**src/rtl/mutex_rr.sv**
```systemverilog
// Round-robin mutex arbiter: grants a single shared resource to one of N
// level requesters. Supports an optional idle gap between owners and an
// optional hold limit that forcibly revokes a long-running owner when
// someone else is waiting. All outputs are registered.

// Per-requester mask lane: a revoked requester stays masked until it is
// sampled low, so it cannot immediately win the resource back.
module mutex_rr_lane (
    input  logic clk,
    input  logic reset,
    input  logic req,
    input  logic set_mask,
    output logic cand
);
    logic mask;

    // Mask is set on revoke and clears on the first edge the request is low.
    always_ff @(posedge clk or posedge reset) begin
        if (reset) mask <= 1'b0;
        else       mask <= set_mask | (mask & req);
    end

    assign cand = req & ~mask;
endmodule

module mutex_rr #(
    parameter int N        = 4,
    parameter int GAP      = 0,
    parameter int HOLD_MAX = 0
) (
    input  logic                 clk,
    input  logic                 reset,
    input  logic [N-1:0]         req,
    output logic [N-1:0]         gnt,
    output logic [$clog2(N)-1:0] gnt_id,
    output logic                 gnt_vld,
    output logic                 timeout
);
    localparam int IW = $clog2(N);

    typedef enum logic [1:0] {IDLE, OWN, GAPW} state_t;

    state_t          state_q, state_d;
    logic [IW-1:0]   ptr_q, ptr_d;
    logic [7:0]      cnt_q, cnt_d;
    logic [N-1:0]    gnt_d;
    logic [IW-1:0]   id_d;
    logic            vld_d, tmo_d;

    logic [N-1:0]    cand;
    logic [N-1:0]    set_mask;
    logic [N-1:0]    pool;
    logic [IW:0]     pick;
    logic            win_vld;
    logic [IW-1:0]   win_id;
    logic [N-1:0]    win_oh;
    logic            own_req, others, revoke;

    for (genvar i = 0; i < N; i++) begin : g_lane
        mutex_rr_lane u_lane (
            .clk      (clk),
            .reset    (reset),
            .req      (req[i]),
            .set_mask (set_mask[i]),
            .cand     (cand[i])
        );
    end

    // First set bit of pool at or after start, scanning upward modulo N.
    // Walking downward and overwriting leaves the smallest offset as winner.
    function automatic logic [IW:0] rr_pick(input logic [N-1:0] vec,
                                            input logic [IW-1:0] start);
        logic [IW:0] r;
        int j;
        r = '0;
        for (int k = N - 1; k >= 0; k--) begin
            j = int'(start) + k;
            if (j >= N) j = j - N;
            if (vec[IW'(j)]) r = {1'b1, IW'(j)};
        end
        return r;
    endfunction

    // Candidate pool excludes the current owner, which covers both the
    // release case (owner's req already low) and the revoke case.
    always_comb begin
        pool    = cand & ~gnt;
        pick    = rr_pick(pool, ptr_q);
        win_vld = pick[IW];
        win_id  = pick[IW-1:0];
        win_oh  = N'(1) << win_id;
        own_req = |(req & gnt);
        others  = |pool;
        revoke  = (HOLD_MAX > 0) && (state_q == OWN) && own_req && others &&
                  (int'(cnt_q) >= HOLD_MAX);
    end

    // Next-state and next-output logic; holds everything by default.
    always_comb begin
        state_d  = state_q;
        ptr_d    = ptr_q;
        cnt_d    = cnt_q;
        gnt_d    = gnt;
        id_d     = gnt_id;
        vld_d    = gnt_vld;
        tmo_d    = 1'b0;
        set_mask = '0;

        case (state_q)
            // The gap cycle arbitrates exactly like idle at its closing edge.
            IDLE, GAPW: begin
                state_d = IDLE;
                if (win_vld) begin
                    state_d = OWN;
                    gnt_d   = win_oh;
                    id_d    = win_id;
                    vld_d   = 1'b1;
                    ptr_d   = (win_id == IW'(N - 1)) ? '0 : win_id + 1'b1;
                    cnt_d   = 8'd1;
                end
            end
            OWN: begin
                if (!own_req || revoke) begin
                    if (revoke) begin
                        tmo_d    = 1'b1;
                        set_mask = gnt;
                    end
                    if (GAP == 0 && win_vld) begin
                        gnt_d = win_oh;
                        id_d  = win_id;
                        vld_d = 1'b1;
                        ptr_d = (win_id == IW'(N - 1)) ? '0 : win_id + 1'b1;
                        cnt_d = 8'd1;
                    end else begin
                        state_d = (GAP == 0) ? IDLE : GAPW;
                        gnt_d   = '0;
                        id_d    = '0;
                        vld_d   = 1'b0;
                        cnt_d   = 8'd0;
                    end
                end else if (cnt_q != 8'hFF) begin
                    cnt_d = cnt_q + 8'd1;
                end
            end
            default: state_d = IDLE;
        endcase
    end

    // State, pointer, hold counter and registered outputs.
    always_ff @(posedge clk or posedge reset) begin
        if (reset) begin
            state_q <= IDLE;
            ptr_q   <= '0;
            cnt_q   <= 8'd0;
            gnt     <= '0;
            gnt_id  <= '0;
            gnt_vld <= 1'b0;
            timeout <= 1'b0;
        end else begin
            state_q <= state_d;
            ptr_q   <= ptr_d;
            cnt_q   <= cnt_d;
            gnt     <= gnt_d;
            gnt_id  <= id_d;
            gnt_vld <= vld_d;
            timeout <= tmo_d;
        end
    end
endmodule

```
**config.mk**
```make
export PLATFORM = sky130hd
export DESIGN_NAME = mutex_rr
export DESIGN_NICKNAME = d
export VERILOG_FILES = /design/src/rtl/mutex_rr.sv
export SDC_FILE = /design/constraint.sdc
export NUM_CORES = 1
export LEC_CHECK = 0
export ABC_AREA = 1
export CELL_PAD_IN_SITES_DETAIL_PLACEMENT = 0
export CELL_PAD_IN_SITES_GLOBAL_PLACEMENT = 1
export CORE_MARGIN = 5
export CORE_UTILIZATION = 39
export DETAILED_ROUTE_END_ITERATION = 10
export PLACE_DENSITY = 0.81
export SYNTH_ARGS = -nofsm -noshare
export SYNTH_HDL_FRONTEND = slang
export SYNTH_SLANG_ARGS = --single-unit
```
**constraint.sdc**
```tcl
create_clock -name clk -period 2.1 [get_ports clk]
set_clock_uncertainty 0.2 [all_clocks]
set_input_delay 0.21 -clock clk [delete_from_list [all_inputs] [get_ports clk]]
set_output_delay 0.21 -clock clk [all_outputs]
set_load 0.05 [all_outputs]
```
# After elaboration in Yosys (flattened, before gate mapping)
# Cells that the tools add are included.
# op_classes
add_sub_neg,8
magnitude_cmp,8
n_eq_ne,6
shifts,1
mux,40
n_bitwise,15
n_reduce_logical,7
# op_table
cell,n
two-way mux 2 bit,12
"less-than comparator 2 x 4 -> 1 bit, second input constant",4
two-way mux 1 bit,12
two-way mux 3 bit,4
two-way mux 4 bit,3
case mux 2 bit (2 select lines),3
"greater-or-equal comparator 3 bit, second input constant",3
AND 1 bit,8
AND 4 bit,2
binary-select mux 1 bit (select 2 bit),4
case mux 4 bit (2 select lines),1
"subtractor 2 x 1 -> 2 bit, second input constant",4
"adder 2 x 2 -> 3 bit, second input constant",2
"!= test 2 bit, second input constant",3
"equality test 2 bit, second input constant",2
NOT 1 bit,4
NOT 4 bit,1
AND reduction 2 bit,2
OR reduction 4 bit,1
"<< shifter 1 x 2 -> 4 bit, first input constant",1
"adder 2 x 1 -> 3 bit, second input constant",1
"greater-or-equal comparator 2 x 3 -> 1 bit, second input constant",1
AND reduction 3 bit,1
"adder 2 x 1 -> 2 bit, second input constant",1
other kinds (5),5
# word_totals
reg_bits,15
in_bits,6
out_inout_bits,8
wordCells,94

# Logic depth before layout (Yosys ltp)
# logic_depth
depth_word,15
depth_mapped,15
depth_no_buf,15

# Hierarchy
# From an unflattened synthesis, not the netlist that was laid out.
# hier_totals
hier_cells,134
area_unflattened_um2,1012.2
# by_module_without_submodules
mod,n_inst,cells_each,area_per_inst_um2,seq_area_each_um2
mutex_rr,1,106,812.0,250.2
mutex_rr_lane,4,7,50.0,25.0

# Worst setup path after synthesis
# OpenSTA, ideal clock, no wires.
# synth_timing
path_type,reg2reg
from,reg gnt[1]
to,reg gnt[3]
setup_time_ns,0.113
arrival_ns,1.825
setup_slack_ns,-0.038
stages_incl_launch_ff,15
n_path_buf,0
synth_period_minus_slack_ns,2.138
path_cell_list,dfrtp_1 inv_1 nand3_1 nand2_1 nand3_1 nand2_1 inv_1 nand2_1 nand3_1 nand2_4 ha_1 inv_1 nand3_1 nand2_1 inv_1
# synth_via
elab_chain_len,13
word_cells_on_any_way,28
classes_between,eq/ne: 2; shift: 1; mux: 20; bitwise: 3; reduce/logical: 2
# synth_rtl
element,line,text
start: declaration,34,"output logic [N-1:0] gnt,"
start signal: assignment,163,gnt <= gnt_d;
NOT 4 bit,87,pool = cand & ~gnt;
AND 4 bit,87,
binary-select mux 1 bit (select 2 bit),79,"if (vec[IW'(j)]) r = {1'b1, IW'(j)};"
two-way mux 1 bit (implied by the code) (2 in a row),79,
two-way mux 3 bit (4 in a row),79,
<< shifter 1 x 2 -> 4 bit,91,win_oh = N'(1) << win_id;
two-way mux 4 bit,128,if (GAP == 0 && win_vld) begin
two-way mux 4 bit,123,if (!own_req || revoke) begin
case mux 4 bit (2 select lines),109,case (state_q)
# Several ways; a longest one is shown, not always the timed one. The select of a mux whose other input is x is not followed.
# A chain may end at the register's enable or synchronous reset.

# Final worst setup path
# layout_timing
from,reg gnt[2]
to,out gnt[2]
# No word-level cell between the ends.

==> summary.md <==
| Metric | Value |
|---|---|
| Number of global-route vias before repair | between 800 and 900 |
| Clk buf depth | 2 |
| Pin count of the biggest net entering global routing | 15 |
| GP Congestion | between 0.7 and 0.8 |
| Fill cells | around 230 |
| Crit start category | register |
| Via-to-Cell Ratio | approximately 4.6 |
| Slew @ Worst Pin | approximately 0.53 ns |
| Initial DRC count | 19 |
| Die width | approximately 60 um |
| Worst Setup End Kind | output port |
| Hold Violations, Final | 0 |
| Syn Nets | approximately 130 |
| Final period util | between 90 and 100% |
| Final setup TNS | 0 ns |
| Highest clock rate | 0.509 GHz |
| Die footprint | 3630 sq um |
| Min cycle time layout | ~2.0 ns |
| Commonest non-fill, non-tap cell in the layout | nand2_1 |
| Total GRT Usage | 13.1% |
| Sequential area share after synthesis | between 30% and 40% |
| DR WL/cell | between 10 and 15 um |
| DR pass1 iterations | 4 |
| Warning count from the yosys run | 0 |
| Core area | around 2500 sq um |
| Die Y-Extent | between 60 and 70 um |
| Outcome | finished, final reports clean |
| Dpl cells | approximately 170 |
| Number of synthesized register bits | 14 |
| Clk_lat worst skew | about 0.28 ns |
| Max Fanout on Critical Path | 3 |
| # Max-Cap Violations | 0 |
| CP arrival | about 1.6 ns |
| Syn Inst Count | 121 |
| Setup violators final | 0 |
| Initial core utilization | 40.1% |
| Via count | 832 |
| Cell taking the most area after synthesis | dfrtp_1 |
| Row count | 18 |
| Yosys cell types | 22 |
| Synth Area per Inst | 8.13 sq um |
| Top cell type's share of synthesized area | 35.6% |
| Crit Path Class | reg2out |
| Total wire length | approximately 2000 um |
| # DRC | 0 |
| Critical path required time | 1.69 ns |
| Final slew viol count | 0 |
| GRT overflow | 0 |
| Routed Antenna Nets | 0 |
| Synth top area cells | dfrtp_1 36%, nand2_1 15%, nand3_1 8.1% |
| Clock root cell | clkbuf_4 |
| # diodes | 0 |
| Most frequent cells in the layout | 36 x nand2_1, 17 x inv_1, 14 x nand3_1, 14 x buf_4 |
| Initial antenna violation count | 0 |
| Layout cells sized above 1 | 30.9% |
| Worst min path class | in2async |
| # IOs | 14 |
| Syn-to-layout area delta | 31.4% |
| Clock sink total | 14 |
| RSZ-0062 raised after global routing | false |
| CTS H-Tree Depth | 1 |
| First-pass GRT wire length | between 3000 and 4000 um |
| HPWL after DPL | about 1600 um |
| Final net count | 160 |
| Total CTS buffers | 3 |
| CTS tree | done |
| Non-filler instance count after layout | approximately 180 |
| Synthesized area | roughly 980 sq um |
| CTS clk-pin slew, worst paths | around 0.090 ns |
| Max-slew headroom | approximately 65% |
| Port Buffer Count | 12 |
[cells by family (layout without fill, tap and decap cells)]
kind of cell | count (synthesis) | after routing | share of synthesized area [%]
DFF | 14 | 14 | 35.6
buffers and inverters | 22 | 50 | 10.6
adders and majority gates | 4 | 4 | 5.09
xor gates and xnor gates | 2 | 2 | 4.45
other | 1 | 1 | 0.381
and+or+nand+nor | 74 | 74 | 40.8
AOI/OAI and AO/OA | 4 | 4 | 3.05
[cells in the mapped netlist]
library cell  count
nand3_1          16
nand3b_1          2
buf_6             2
o21ai_1           2
xor2_2            1
nand2_1          39
ha_1              4
nor2_1            2
dfrtp_1          14
nand2_4           4
inv_1            18
nand4_1           1
nand3_2           4
a21boi_2          1
xnor2_4           1
conb_1            1
buf_4             1
o21ai_2           1
nor2_4            2
nand2_8           1
nand2_2           3
inv_4             1
[sequential cells by signal, summed over array words and instances (netlist names)]
name,flops
gnt,4
ptr_q,2
gnt_id,2
gnt_vld,1
g_lane.u_lane.mask,4
state_q,1
[timing repair]
action                     in CTS  in global routing
gates resized for setup         0                  7
setup endpoints to repair       0                  6
buffers inserted                0                  1
hold buffers                    0                  0
[routing by layer]
metal / share of wire (%) / GRT usage (%) / up-vias
met2: 51 / 22.8 / 14
li1: - / - / 427
met5: 0 / 0 / -
met4: 2.2 / 8.23 / 0
met3: 2.6 / 2.38 / 4
met1: 44 / 14.6 / 387
[layout make-up]
| class | instances | area [sq um] | area share, % |
|---|---|---|---|
| multi-input cells | 85 | 547 | 42.3 |
| well taps | 30 | 37.5 | 2.90 |
| repair buffers | 27 | 245 | 19.0 |
| clock buffers | 4 | 36.3 | 2.81 |
| flip-flops and latches | 14 | 353 | 27.3 |
| inverters | 19 | 73.8 | 5.71 |
[critical path, stage by stage, from the launching register on]
cell             delay [ns]
dfrtp_1                0.36
buf_4                  0.12
clkdlybuf4s50_1        0.79
[final timing paths]
kind                                                 startpoint                               to  slack, ns  cells past startpoint
worst max-delay path                         gnt[2]$_DFFE_PP0P_                           gnt[2]       0.14                      2
worst min-delay path                                      reset  g_lane[1].u_lane.mask$_DFF_PP0_       0.05                      2
worst max register to register               gnt[0]$_DFFE_PP0P_               gnt[3]$_DFFE_PP0P_       0.14                     14
worst min register to register  g_lane[3].u_lane.mask$_DFF_PP0_  g_lane[3].u_lane.mask$_DFF_PP0_       0.27                      2
max in group asynchronous                                 reset             ptr_q[1]$_DFFE_PP0P_       1.27                      2
min in group clk                g_lane[3].u_lane.mask$_DFF_PP0_  g_lane[3].u_lane.mask$_DFF_PP0_       0.27                      2
[stage by stage]
stage / utilization, % / worst slack, ns / instance area, sq um / hold WS, ns
global route: 52.7 / 0.000848 / 1290 / 0.102
floorplan: - / 0.00690 / 985 / -0.101
finish: 52.7 / 0.135 / 1290 / 0.0518
detailed placement: 50.1 / -0.124 / 1230 / 0.258
CTS: 51.6 / 0.0539 / 1270 / 0.0634
global placement: 50.1 / -0.0911 / 1230 / 0.236
Power is left out: the tool's default activity adds up to more than one toggle a clock period on the data nets, which glitch-free logic cannot reach.
